`src/rtl/riscv_xc_init_ctrl.sv`:
```
// riscv_xc_init_ctrl
// Sequencer that zeroes the XCrypto register bank on xc.init, one register
// per cycle, through register-file write port B. The core's own port-B
// writer always wins the port; a clear write simply slips by one cycle
// whenever the core is writing. The xc.init instruction is held in EX
// while the bank is being cleared, and a one-cycle done pulse follows
// the last clear write.

module riscv_xc_init_ctrl #(
    parameter int unsigned ADDR_WIDTH   = 7,
    parameter int unsigned DATA_WIDTH   = 32,
    parameter int unsigned NUM_XC_WORDS = 16,
    parameter int unsigned XC_BASE      = 64
) (
    input  logic                  clk,
    input  logic                  rst_n,
    input  logic                  init_req_i,
    input  logic                  kill_i,
    input  logic [ADDR_WIDTH-1:0] core_waddr_b_i,
    input  logic [DATA_WIDTH-1:0] core_wdata_b_i,
    input  logic                  core_we_b_i,
    output logic [ADDR_WIDTH-1:0] rf_waddr_b_o,
    output logic [DATA_WIDTH-1:0] rf_wdata_b_o,
    output logic                  rf_we_b_o,
    output logic                  init_busy_o,
    output logic                  init_done_o,
    output logic                  stall_o
);

    localparam int unsigned IDX_W = (NUM_XC_WORDS > 1) ? $clog2(NUM_XC_WORDS) : 1;
    localparam logic [IDX_W-1:0]      IDX_LAST = IDX_W'(NUM_XC_WORDS - 1);
    localparam logic [IDX_W-1:0]      IDX_ONE  = IDX_W'(1);
    localparam logic [ADDR_WIDTH-1:0] BASE_A   = ADDR_WIDTH'(XC_BASE);

    typedef enum logic [1:0] {
        ST_IDLE  = 2'd0,
        ST_CLEAR = 2'd1,
        ST_DONE  = 2'd2
    } state_t;

    state_t           state_r;
    logic [IDX_W-1:0] idx_r;
    logic             req_q_r;
    logic             busy_r;
    logic             done_r;

    logic             start_s;
    logic             clear_grant_s;
    logic             stall_s;
    logic [ADDR_WIDTH-1:0] clear_addr_s;

    assign start_s       = init_req_i & ~req_q_r;
    assign clear_grant_s = (state_r == ST_CLEAR) & ~core_we_b_i;
    assign clear_addr_s  = BASE_A + {{(ADDR_WIDTH-IDX_W){1'b0}}, idx_r};

    // Sequencer state, clear index, request edge history and status flags.
    always_ff @(posedge clk or negedge rst_n) begin
        if (!rst_n) begin
            state_r <= ST_IDLE;
            idx_r   <= {IDX_W{1'b0}};
            req_q_r <= 1'b0;
            busy_r  <= 1'b0;
            done_r  <= 1'b0;
        end else begin
            req_q_r <= init_req_i;
            if (kill_i) begin
                // Flush abandons the sequence silently; cleared registers stay cleared.
                state_r <= ST_IDLE;
                idx_r   <= {IDX_W{1'b0}};
                busy_r  <= 1'b0;
                done_r  <= 1'b0;
            end else begin
                case (state_r)
                    ST_IDLE: begin
                        if (start_s) begin
                            state_r <= ST_CLEAR;
                            idx_r   <= {IDX_W{1'b0}};
                            busy_r  <= 1'b1;
                            done_r  <= 1'b0;
                        end else begin
                            state_r <= ST_IDLE;
                            busy_r  <= 1'b0;
                            done_r  <= 1'b0;
                        end
                    end
                    ST_CLEAR: begin
                        if (clear_grant_s) begin
                            // Index wraps to zero naturally after the last register.
                            idx_r <= idx_r + IDX_ONE;
                            if (idx_r == IDX_LAST) begin
                                state_r <= ST_DONE;
                                busy_r  <= 1'b0;
                                done_r  <= 1'b1;
                            end else begin
                                state_r <= ST_CLEAR;
                                busy_r  <= 1'b1;
                                done_r  <= 1'b0;
                            end
                        end else begin
                            // Core owns the port this cycle; retry the same index.
                            state_r <= ST_CLEAR;
                            busy_r  <= 1'b1;
                            done_r  <= 1'b0;
                        end
                    end
                    ST_DONE: begin
                        state_r <= ST_IDLE;
                        busy_r  <= 1'b0;
                        done_r  <= 1'b0;
                    end
                    default: begin
                        state_r <= ST_IDLE;
                        idx_r   <= {IDX_W{1'b0}};
                        busy_r  <= 1'b0;
                        done_r  <= 1'b0;
                    end
                endcase
            end
        end
    end

    // Write-port B mux: core writer first, clear write only when the port is free.
    always_comb begin
        rf_waddr_b_o = core_waddr_b_i;
        rf_wdata_b_o = core_wdata_b_i;
        rf_we_b_o    = core_we_b_i;
        if (clear_grant_s) begin
            rf_waddr_b_o = clear_addr_s;
            rf_wdata_b_o = {DATA_WIDTH{1'b0}};
            rf_we_b_o    = 1'b1;
        end else begin
            rf_waddr_b_o = core_waddr_b_i;
            rf_wdata_b_o = core_wdata_b_i;
            rf_we_b_o    = core_we_b_i;
        end
    end

    // Pipeline hold: immediately on the starting edge, then for the whole clear.
    always_comb begin
        stall_s = 1'b0;
        case (state_r)
            ST_IDLE:  stall_s = start_s;
            ST_CLEAR: stall_s = 1'b1;
            ST_DONE:  stall_s = 1'b0;
            default:  stall_s = 1'b0;
        endcase
    end

    assign stall_o     = stall_s;
    assign init_busy_o = busy_r;
    assign init_done_o = done_r;

endmodule
```
`config.mk`:
```
export PLATFORM = sky130hd
export DESIGN_NAME = riscv_xc_init_ctrl
export DESIGN_NICKNAME = d
export VERILOG_FILES = /design/src/rtl/riscv_xc_init_ctrl.sv
export SDC_FILE = /design/constraint.sdc
export NUM_CORES = 1
export LEC_CHECK = 0
export ABC_AREA = 1
export CAP_MARGIN = 5
export CORE_ASPECT_RATIO = 0.75
export CORE_MARGIN = 10
export CORE_UTILIZATION = 24
export DETAILED_ROUTE_END_ITERATION = 7
export GPL_TIMING_DRIVEN = 0
export HOLD_SLACK_MARGIN = 0.1
export PLACE_DENSITY_LB_ADDON = 0.15
export SLEW_MARGIN = 25
export SYNTH_ARGS = -nofsm -noshare
export SYNTH_HDL_FRONTEND = slang
export SYNTH_SLANG_ARGS = --single-unit
```
`constraint.sdc`:
```
create_clock -name clk -period 1.2 [get_ports clk]
set_clock_uncertainty 0.1 [all_clocks]
set_input_delay 0.18 -clock clk [delete_from_list [all_inputs] [get_ports clk]]
set_output_delay 0.18 -clock clk [all_outputs]
set_load 0.01 [all_outputs]
```
==> flow_metrics.py, run 1 <==
metrics = {
    "synthesis": {
        "synth.avg_cell_area_um2": 5.49,
        "synthAdderAreaFrac": 0.0169,
        "yosysWarnings": 0,
        "synth_area_leader_cell": "nand2_1",
        "synthTopCellsByArea": "nand2_1, dfrtp_1, inv_1, nand3_1, buf_6",
        "synth-simple-area-share": 0.432,
        "synth_top_area_share": 0.294,
        "syn_nets": 180,
        "muxShareOfSynthArea": 0,
        "synth_area_um2": 741,
        "synth_top_family_by_area": "simple AND/OR/NAND/NOR gates",
        "syn_inst": 135,
        "ys_seq_area_frac": 0.270,
        "yosys.area_share.xor_xnor": 0.0118,
        "synth_cell_types": 16,
        "synth-compound-area-share": 0.00676,
        "synth_seq_cells": 8,
    },
    "floorplan": {
        "core_area_um2": 2960,
        "num_rows": 17,
        "die-area_um2": 5730,
        "die_h_um": 68.1,
        "die_w_um": 84.2,
        "ios": 87,
        "initial_core_util": 0.251,
    },
    "cts": {
        "cts_buffer_depth": 2,
        "numCtsBuffers": 3,
        "cts_tree": "done",
        "clockRootBuffer": "clkbuf_8",
        "clkTransAtPathRegs_ns": 0.05,
        "htree_levels": 1,
        "clk_latency_ns": 0.24,
        "clock-sinks": 8,
    },
    "worst_setup_path": {
        "crit_path_max_incr_delay_ns": 0.36,
        "r2r_end": "state_r[0]",
        "r2r_setup_slack_ns": -0.10,
        "path_class": "reg2out",
        "slowest_stage": "dfrtp_1",
        "cp_data_arrival_time_ns": 1.40,
        "critical_path.most_common_cell": "buf_6",
        "required_ns": 0.92,
        "ff2ff_path_depth": 8,
        "critPathMaxFanout": 6,
        "path_buf_inv": 6,
        "critPathTopFamily": "buffers and inverters",
        "path_cells": "inv_2 > nand2_4 > nor2_4 > inv_4 > buf_6 > buf_6 > nand2_2 > inv_2 > buf_6",
        "worst_setup_path_start_kind": "flop",
        "r2r-start": "state_r[1]",
        "end_kind": "primary output",
    },
    "outcome": {
        "violations": "negative setup slack",
        "outcome": "complete, but fails checks",
    },
    "power": {
        "ir_drop_mv": 0.570,
        "p_leak_uw": 0.00112,
        "power_density_nw_per_um2": 659,
    },
    "cells_and_area": {
        "area.growth.synth_to_final_pct": 158,
        "antenna_cells": 0,
        "layoutNonFillerInstCount": 274,
        "final_nets": 282,
        "final.fill_count": 262,
        "drive_gt1_frac": 0.449,
        "fin_util": 0.647,
    },
    "global_routing": {
        "grt_max_degree": 11,
        "grt_pass1_vias": 1091,
        "grt-ovfl-total": 0,
        "antenna_found_initial": 0,
        "grt_pass1_wl_um": 5660,
        "track_usage": 0.124,
    },
    "route": {
        "via_per_inst": 4.16,
        "drc_errors": 0,
        "totalWireLength_um": 4000,
        "final_antenna_net_count": 0,
        "dr_total_vias": 1141,
        "drt_iter0_markers": 43,
        "first_pass_iters": 4,
        "wl_per_cell_um": 14.6,
    },
    "placed_design": {
        "dp.cells": 259,
        "dp_slack_ns": -0.869,
        "hpwlAfterDp_um": 3110,
        "port_buffers": 86,
        "routabilityCongestion": 0.821,
    },
    "timing": {
        "tns_ns": -16.51,
        "worstMarginPinSlew_ns": 0.384,
        "layout_min_cycle_time_ns": 1.68,
        "slew_violations": 0,
        "hold_viol_final": 0,
        "post-route-period-util": 1.40,
        "fmax_mhz": 594,
        "relSlewSlack": 0.744,
        "rsz0062_at_grt": "true",
        "finalSetupViolCount": 49,
        "fin_ws_ns": -0.485,
        "holdWs_ns": 0.127,
    },
    "min_path": {
        "hp-class": "in2async",
    },
    "job": {
        "maxCapViolCount": 0,
    },
}
==> metal layers <==
metal / track usage / wire length, µm / up-vias
met5: 0 / 0 / -
met4: 0.0333 / 62 / 0
met3: 0.0380 / 184 / 6
met2: 0.246 / 2320 / 35
met1: 0.125 / 1440 / 523
li1: - / - / 577
==> state kept, by name, summed over array words and instances (netlist names) <==
name,cells
req_q_r,1
idx_r,4
state_r,2
init_done_o,1
==> synthesized netlist by cell type <==
cell type,instances
nand2_1,58
xnor2_1,1
ha_1,1
buf_6,2
o21ai_0,1
dfrtp_1,8
nand2_2,1
nand3_1,7
nor3_1,2
inv_2,1
nand4_1,3
inv_1,42
or2_2,1
nor2_1,4
nor2_4,1
buf_2,2
==> worst max-delay path by stage <==
stage,startpoint,end,slack [ns],cells after the start
floorplan,state_r[1],rf_wdata_b_o[21],-0.12,8
global placement,core_we_b_i,rf_wdata_b_o[25],-0.84,8
detailed placement,core_we_b_i,rf_wdata_b_o[23],-0.87,8
CTS,state_r[1],rf_wdata_b_o[28],-0.48,9
global route,state_r[1],rf_wdata_b_o[21],-0.55,9
finish,state_r[1],rf_wdata_b_o[30],-0.48,9
==> through the flow <==
stage               total power (µW)  area (µm²)
floorplan                        463         754
global placement                 827        1660
detailed placement               833        1660
CTS                             1170        1710
global route                    1340        1910
finish                          1260        1910
==> area by class of cell <==
type	instances	area, µm²	share of cell area
timing repair buffer	97	945	0.493
inverter	43	164	0.0856
clock buffer	4	45.0	0.0235
buffer	4	45.0	0.0235
multi-input combinational	80	464	0.242
tap	38	47.5	0.0248
sequential	8	204	0.107
==> layout by cell type (no fill, tap or decap), drive strengths merged <==
cell type | Yosys | routed
or2 | 1 | 1
clkdlybuf4s50 | 0 | 42
nand4 | 3 | 3
nand2 | 59 | 59
o21ai | 1 | 1
nor3 | 2 | 2
buf | 4 | 57
dlygate4sd2 | 0 | 2
ha | 1 | 1
nor2 | 5 | 5
inv | 43 | 43
nand3 | 7 | 7
clkbuf | 0 | 4
xnor2 | 1 | 1
dfrtp | 8 | 8
==> repair_timing <==
action	4_1_cts	5_1_grt
resized for setup	205	52
setup buffers	6	4
endpoints found under the setup margin	46	49
cloned	2	0
pin swaps	4	6
hold buffers	0	0
endpoints found under the hold margin	0	0
==> cells by family after synthesis <==
logic type               count (synthesis)
buffers and inverters                   47
XOR/XNOR                                 1
AND/OR/NAND/NOR                         77
flip-flops                               8
adder cells (fa/ha/maj)                  1
AO/OA/AOI/OAI                            1
==> power by group <==
part | switching [µW] | total, µW | internal (µW)
registers | 5.51 | 283 | 277
logic | 259 | 623 | 364
clock network | 123 | 355 | 232
total | 388 | 1260 | 873
No activity file was read; power rests on OpenSTA's default activity.
==> run 2, diff against run 1 <==
REMOVE_ABC_BUFFERS = 1   (was default)
clock period = 1.54 ns   (was 1.2 ns; I/O delays follow)
==> run 2 against run 1 <==
Against the previous run: first-iteration DRC count grew 23%; largest power group unchanged; core utilization shrank 2.5 points; final cell count shrank 1.1%; register-to-register slack gained 0.32 ns; the run still ends with negative setup slack left; highest routed layer unchanged; via count grew 2.1%; global-route usage grew 0.22 points; critical path type unchanged; sequential share of layout area grew 0.22 points.
==> flow_metrics.py, run 2 (synthesis gave the netlist of run 1 again) <==
metrics = {
    "timing": {
        "fin_ws_ns": -0.210,
        "worstMarginPinSlew_ns": 0.368,
        "rsz0062_at_grt": "true",
        "relSlewSlack": 0.754,
        "finalSetupViolCount": 39,
        "layout_min_cycle_time_ns": 1.75,
        "fmax_mhz": 572,
        "hold_viol_final": 0,
        "slew_violations": 0,
        "post-route-period-util": 1.14,
    },
    "cts": {
        "clockRootBuffer": "clkbuf_8",
        "cts_buffer_depth": 2,
        "clkTransAtPathRegs_ns": 0.05,
        "clock-sinks": 8,
        "cts_tree": "done",
        "clk_latency_ns": 0.23,
        "htree_levels": 1,
        "numCtsBuffers": 3,
    },
    "floorplan": {
        "die-area_um2": 5730,
        "initial_core_util": 0.251,
        "die_h_um": 68.1,
        "die_w_um": 84.2,
        "num_rows": 17,
        "ios": 87,
        "core_area_um2": 2960,
    },
    "placed_design": {
        "dp.cells": 255,
        "routabilityCongestion": 0.818,
        "port_buffers": 86,
        "hpwlAfterDp_um": 3100,
        "dpl_cell_area_um2": 1620,
    },
    "worst_setup_path": {
        "r2r_setup_slack_ns": 0.22,
        "end_kind": "primary output",
        "path_class": "reg2out",
        "required_ns": 1.21,
        "r2r_end": "idx_r[2]",
        "critPathMaxFanout": 8,
        "ff2ff_path_depth": 6,
        "worst_setup_path_start_kind": "flop",
        "r2r-start": "idx_r[0]",
        "cp_data_arrival_time_ns": 1.42,
    },
    "cells_and_area": {
        "drive_gt1_frac": 0.391,
        "layoutNonFillerInstCount": 271,
        "area.growth.synth_to_final_pct": 149,
        "top_register": "idx_r",
        "final_area_um2": 1840,
        "antenna_cells": 0,
        "final_nets": 280,
        "largest_reg_flops": 4,
        "reg.largest.list": "idx_r x4, state_r x2",
        "layout_commonest_cell": "clkdlybuf4s50_1",
        "final_cell_mix": "clkdlybuf4s50_1, nand2_1, inv_1, buf_6, nand2_2",
    },
    "power": {
        "p_leak_uw": 0.00108,
        "power_density_nw_per_um2": 512,
        "ir_drop_mv": 0.316,
    },
    "global_routing": {
        "grt_max_degree": 21,
        "grt-ovfl-total": 0,
        "grt_pass1_vias": 1245,
        "antenna_found_initial": 0,
        "grt_pass1_wl_um": 5910,
        "track_usage": 0.126,
    },
    "route": {
        "totalWireLength_um": 4040,
        "via_per_inst": 4.30,
        "drc_errors": 0,
        "wl_per_cell_um": 14.9,
        "final_antenna_net_count": 0,
        "dr_total_vias": 1165,
        "first_pass_iters": 4,
        "drt_iter0_markers": 53,
    },
    "outcome": {
        "outcome": "complete, but fails checks",
        "violations": "negative setup slack",
    },
    "job": {
        "maxCapViolCount": 0,
    },
    "min_path": {
        "hp-class": "in2async",
    },
}
[run 2: changes by cell type in the layout (fill, tap and decap cells not counted), moves of 3 or more]
cell,delta
buf_2,+3
inv_1,+3
inv_2,-3
dfrtp_2,-3
buf_4,-6
dfrtp_1,+3
buf_6,-6
[run 2: worst max path at each step]
| stage | startpoint | endpoint | slack [ns] | cells past startpoint |
|---|---|---|---|---|
| after floorplan | state_r[0] | rf_waddr_b_o[2] | 0.0009 | 4 |
| after global placement | core_we_b_i | rf_waddr_b_o[2] | -0.82 | 6 |
| after detailed placement | core_we_b_i | rf_waddr_b_o[1] | -0.84 | 6 |
| after CTS | state_r[1] | rf_wdata_b_o[20] | -0.25 | 7 |
| after global routing | state_r[1] | rf_wdata_b_o[30] | -0.27 | 8 |
| final | state_r[1] | rf_waddr_b_o[3] | -0.21 | 8 |
[run 2: layout make-up]
type	count	area [µm²]
fillers	270	1110
repair buffers	96	927
multi-input cells	80	423
flip-flops and latches	8	200
inverters	43	174
well taps	38	47.5
clock buffers	3	41.3
repair inverters	3	28.8
[run 2: report_power, final]
| group | switching [µW] | internal, µW | leakage, µW |
|---|---|---|---|
| Combinational | 203 | 267 | 0.000947 |
| Clock | 83.9 | 169 | 0.0000216 |
| Sequential | 4.27 | 215 | 0.000108 |
[run 2: layer usage]
| layer | track usage | part of all wire | vias up |
|---|---|---|---|
| li1 | - | - | 576 |
| met1 | 0.110 | 0.32 | 549 |
| met2 | 0.273 | 0.60 | 34 |
| met3 | 0.0344 | 0.050 | 6 |
| met4 | 0.0438 | 0.020 | 0 |
| met5 | 0 | 0 | - |
[run 2: timing repair]
action,CTS,global route
gates resized for setup,193,53
gates cloned,2,1
setup buffers,9,3
hold buffers,0,0
pin swaps,3,4
endpoints found under the setup margin,42,41
[run 2: stage by stage]
step | hold slack (ns) | worst slack (ns) | TNS [ns] | power [µW] | util
floorplan | -0.165 | 0.000906 | 0 | 349 | -
global placement | 0.431 | -0.816 | -30.59 | 635 | 0.547
detailed placement | 0.440 | -0.842 | -31.59 | 641 | 0.547
CTS | 0.196 | -0.248 | -6.93 | 904 | 0.584
global route | 0.205 | -0.275 | -9.21 | 1000 | 0.623
finish | 0.178 | -0.210 | -6.57 | 943 | 0.623
[run 2: worst max-delay path: stages, from the launching register on]
cell      delay [ns]
dfrtp_1         0.36
inv_2           0.09
nand2_4         0.06
nor2_4          0.19
clkinv_4        0.12
buf_8           0.16
nand2_2         0.06
nand2_2         0.05
buf_6           0.12
==> run 3, diff against run 2 <==
--- a/config.mk
+++ b/config.mk
@@ -16,5 +16,5 @@
 export PLACE_DENSITY_LB_ADDON = 0.15
 export REMOVE_ABC_BUFFERS = 1
-export SLEW_MARGIN = 25
+export SLEW_MARGIN = 20
 export SYNTH_ARGS = -nofsm -noshare
 export SYNTH_HDL_FRONTEND = slang
==> constraint.sdc (replaced) <==
create_clock -name clk -period 1.54 [get_ports clk]
set_clock_uncertainty 0.1 [all_clocks]
set_input_delay 0.154 -clock clk [delete_from_list [all_inputs] [get_ports clk]]
set_output_delay 0.154 -clock clk [all_outputs]
set_load 0.01 [all_outputs]
==> run 3 against run 2 <==
Against the previous run: the run still ends with negative setup slack left; die area is the same; combinational power shrank 5.7%; maximum frequency grew 6.3%; highest routed layer unchanged.
==> flow_metrics.py, run 3 (synthesis gave the netlist of run 1 again) <==
metrics = {
    "timing": {
        "slew_violations": 0,
        "holdWs_ns": 0.0974,
        "layout_min_cycle_time_ns": 1.65,
        "post-route-period-util": 1.07,
        "worstMarginPinSlew_ns": 0.364,
        "hold_viol_final": 0,
        "relSlewSlack": 0.757,
        "fmax_mhz": 607,
        "tns_ns": -3.06,
        "finalSetupViolCount": 38,
        "fin_ws_ns": -0.107,
        "rsz0062_at_grt": "true",
    },
    "worst_setup_path": {
        "required_ns": 1.29,
        "end_kind": "primary output",
        "cp_data_arrival_time_ns": 1.39,
        "crit_path_max_incr_delay_ns": 0.37,
        "path_class": "reg2out",
        "critPathTopFamily": "buffers and inverters",
        "slowest_stage": "dfrtp_1",
        "critPathMaxFanout": 8,
        "path_cells": "inv_2 > nand2_4 > nor2_4 > clkinv_4 > buf_6 > nand2_2 > nand2_2 > buf_6",
        "path_buf_inv": 4,
        "worst_setup_path_start_kind": "flop",
    },
    "route": {
        "drt_iter0_markers": 42,
        "first_pass_iters": 4,
        "wl_per_cell_um": 14.7,
        "drc_errors": 0,
        "via_per_inst": 4.21,
        "final_antenna_net_count": 0,
        "totalWireLength_um": 3980,
        "dr_total_vias": 1142,
    },
    "power": {
        "p_int_uw": 638,
        "combPwrFrac": 0.482,
        "p_leak_uw": 0.00108,
        "pwr-share-seq": 0.240,
        "power_density_nw_per_um2": 517,
        "switching_share": 0.305,
        "p_switching_uw": 280,
        "total_power_uw": 918,
        "p_clk_frac": 0.278,
        "ir_drop_mv": 0.329,
    },
    "cts": {
        "clk_latency_ns": 0.23,
        "clockRootBuffer": "clkbuf_8",
        "cts_buffer_depth": 2,
        "htree_levels": 1,
        "numCtsBuffers": 3,
        "cts_tree": "done",
        "clkTransAtPathRegs_ns": 0.05,
        "clock-sinks": 8,
    },
    "min_path": {
        "hp-class": "in2async",
    },
    "job": {
        "maxCapViolCount": 0,
    },
    "global_routing": {
        "antenna_found_initial": 0,
        "track_usage": 0.122,
        "grt_pass1_wl_um": 5770,
        "grt_max_degree": 21,
        "grt_pass1_vias": 1213,
        "grt-ovfl-total": 0,
    },
    "floorplan": {
        "ios": 87,
        "die-area_um2": 5730,
        "core_area_um2": 2960,
        "die_h_um": 68.1,
        "num_rows": 17,
        "die_w_um": 84.2,
        "initial_core_util": 0.251,
    },
    "cells_and_area": {
        "final_nets": 280,
        "reg.largest.list": "idx_r x4, state_r x2",
        "largest_reg_flops": 4,
        "final_cell_mix": "nand2_1, clkdlybuf4s50_1, inv_1",
        "drive_gt1_frac": 0.318,
        "area.growth.synth_to_final_pct": 140,
        "layout_commonest_cell": "nand2_1",
        "top_register": "idx_r",
        "antenna_cells": 0,
    },
    "placed_design": {
        "dp_slack_ns": -0.688,
        "hpwlAfterDp_um": 3100,
        "routabilityCongestion": 0.818,
        "port_buffers": 86,
    },
    "outcome": {
        "violations": "negative setup slack",
        "outcome": "complete, but fails checks",
    },
}
==> run 3: cell count changes in the layout (fill, tap and decap cells not counted), sizes merged <==
cell and change:
clkbuf -2, buf +1, clkdlybuf4s15 +1, dlymetal6s2s +1
inv -1
==> run 3: layer usage <==
metal  GRT usage  wire length, µm  vias up  part of all wire
met5           0                0        -                 0
met4      0.0250               19        0            0.0048
met3      0.0344              207        2             0.052
met2       0.271             2430       29              0.61
met1       0.108             1330      537              0.33
li1            -                -      574                 -
==> run 3: area by class of cell <==
class	count	area (µm²)
Timing Repair inverter	2	17.5
Tap cell	38	47.5
Clock buffer	3	41.3
Sequential cell	8	200
Inverter	43	174
Fill cell	279	1180
Multi-Input combinational cell	80	384
Timing Repair Buffer	97	911
==> run 3: final timing paths <==
kind                       cells after the start              end  slack, ns  startpoint
hold / removal                                 1       state_r[0]        0.1       rst_n
setup reg to reg                               6         idx_r[2]       0.23    idx_r[0]
max in group asynchronous                      1         idx_r[1]       0.97       rst_n
setup / recovery                               8  rf_waddr_b_o[3]      -0.11  state_r[1]
hold reg to reg                                2         idx_r[3]       0.47    idx_r[3]
min in group clk                               1          req_q_r       0.29  init_req_i
==> run 3: timing repair <==
item	in CTS	in global routing
setup endpoints to repair	41	41
hold endpoints to repair	0	0
cloned	1	1
pin swaps	3	3
hold buffers	0	0
resized for setup	189	26
setup buffers	9	4
==> run 3: metrics by stage <==
| step | std cells | cell area [µm²] | util |
|---|---|---|---|
| floorplan | 131 | 708 | - |
| global placement | 255 | 1620 | 0.547 |
| detailed placement | 255 | 1620 | 0.547 |
| CTS | 268 | 1680 | 0.569 |
| global route | 271 | 1780 | 0.601 |
| finish | 271 | 1780 | 0.601 |
==> run 3: power by group through the flow <==
| stage | registers, µW | logic (µW) | clock network (µW) |
|---|---|---|---|
| floorplan | 223 | 126 | 0 |
| global placement | 223 | 412 | 0 |
| detailed placement | 223 | 417 | 0 |
| CTS | 219 | 419 | 252 |
| global route | 221 | 479 | 278 |
| finish | 220 | 443 | 256 |
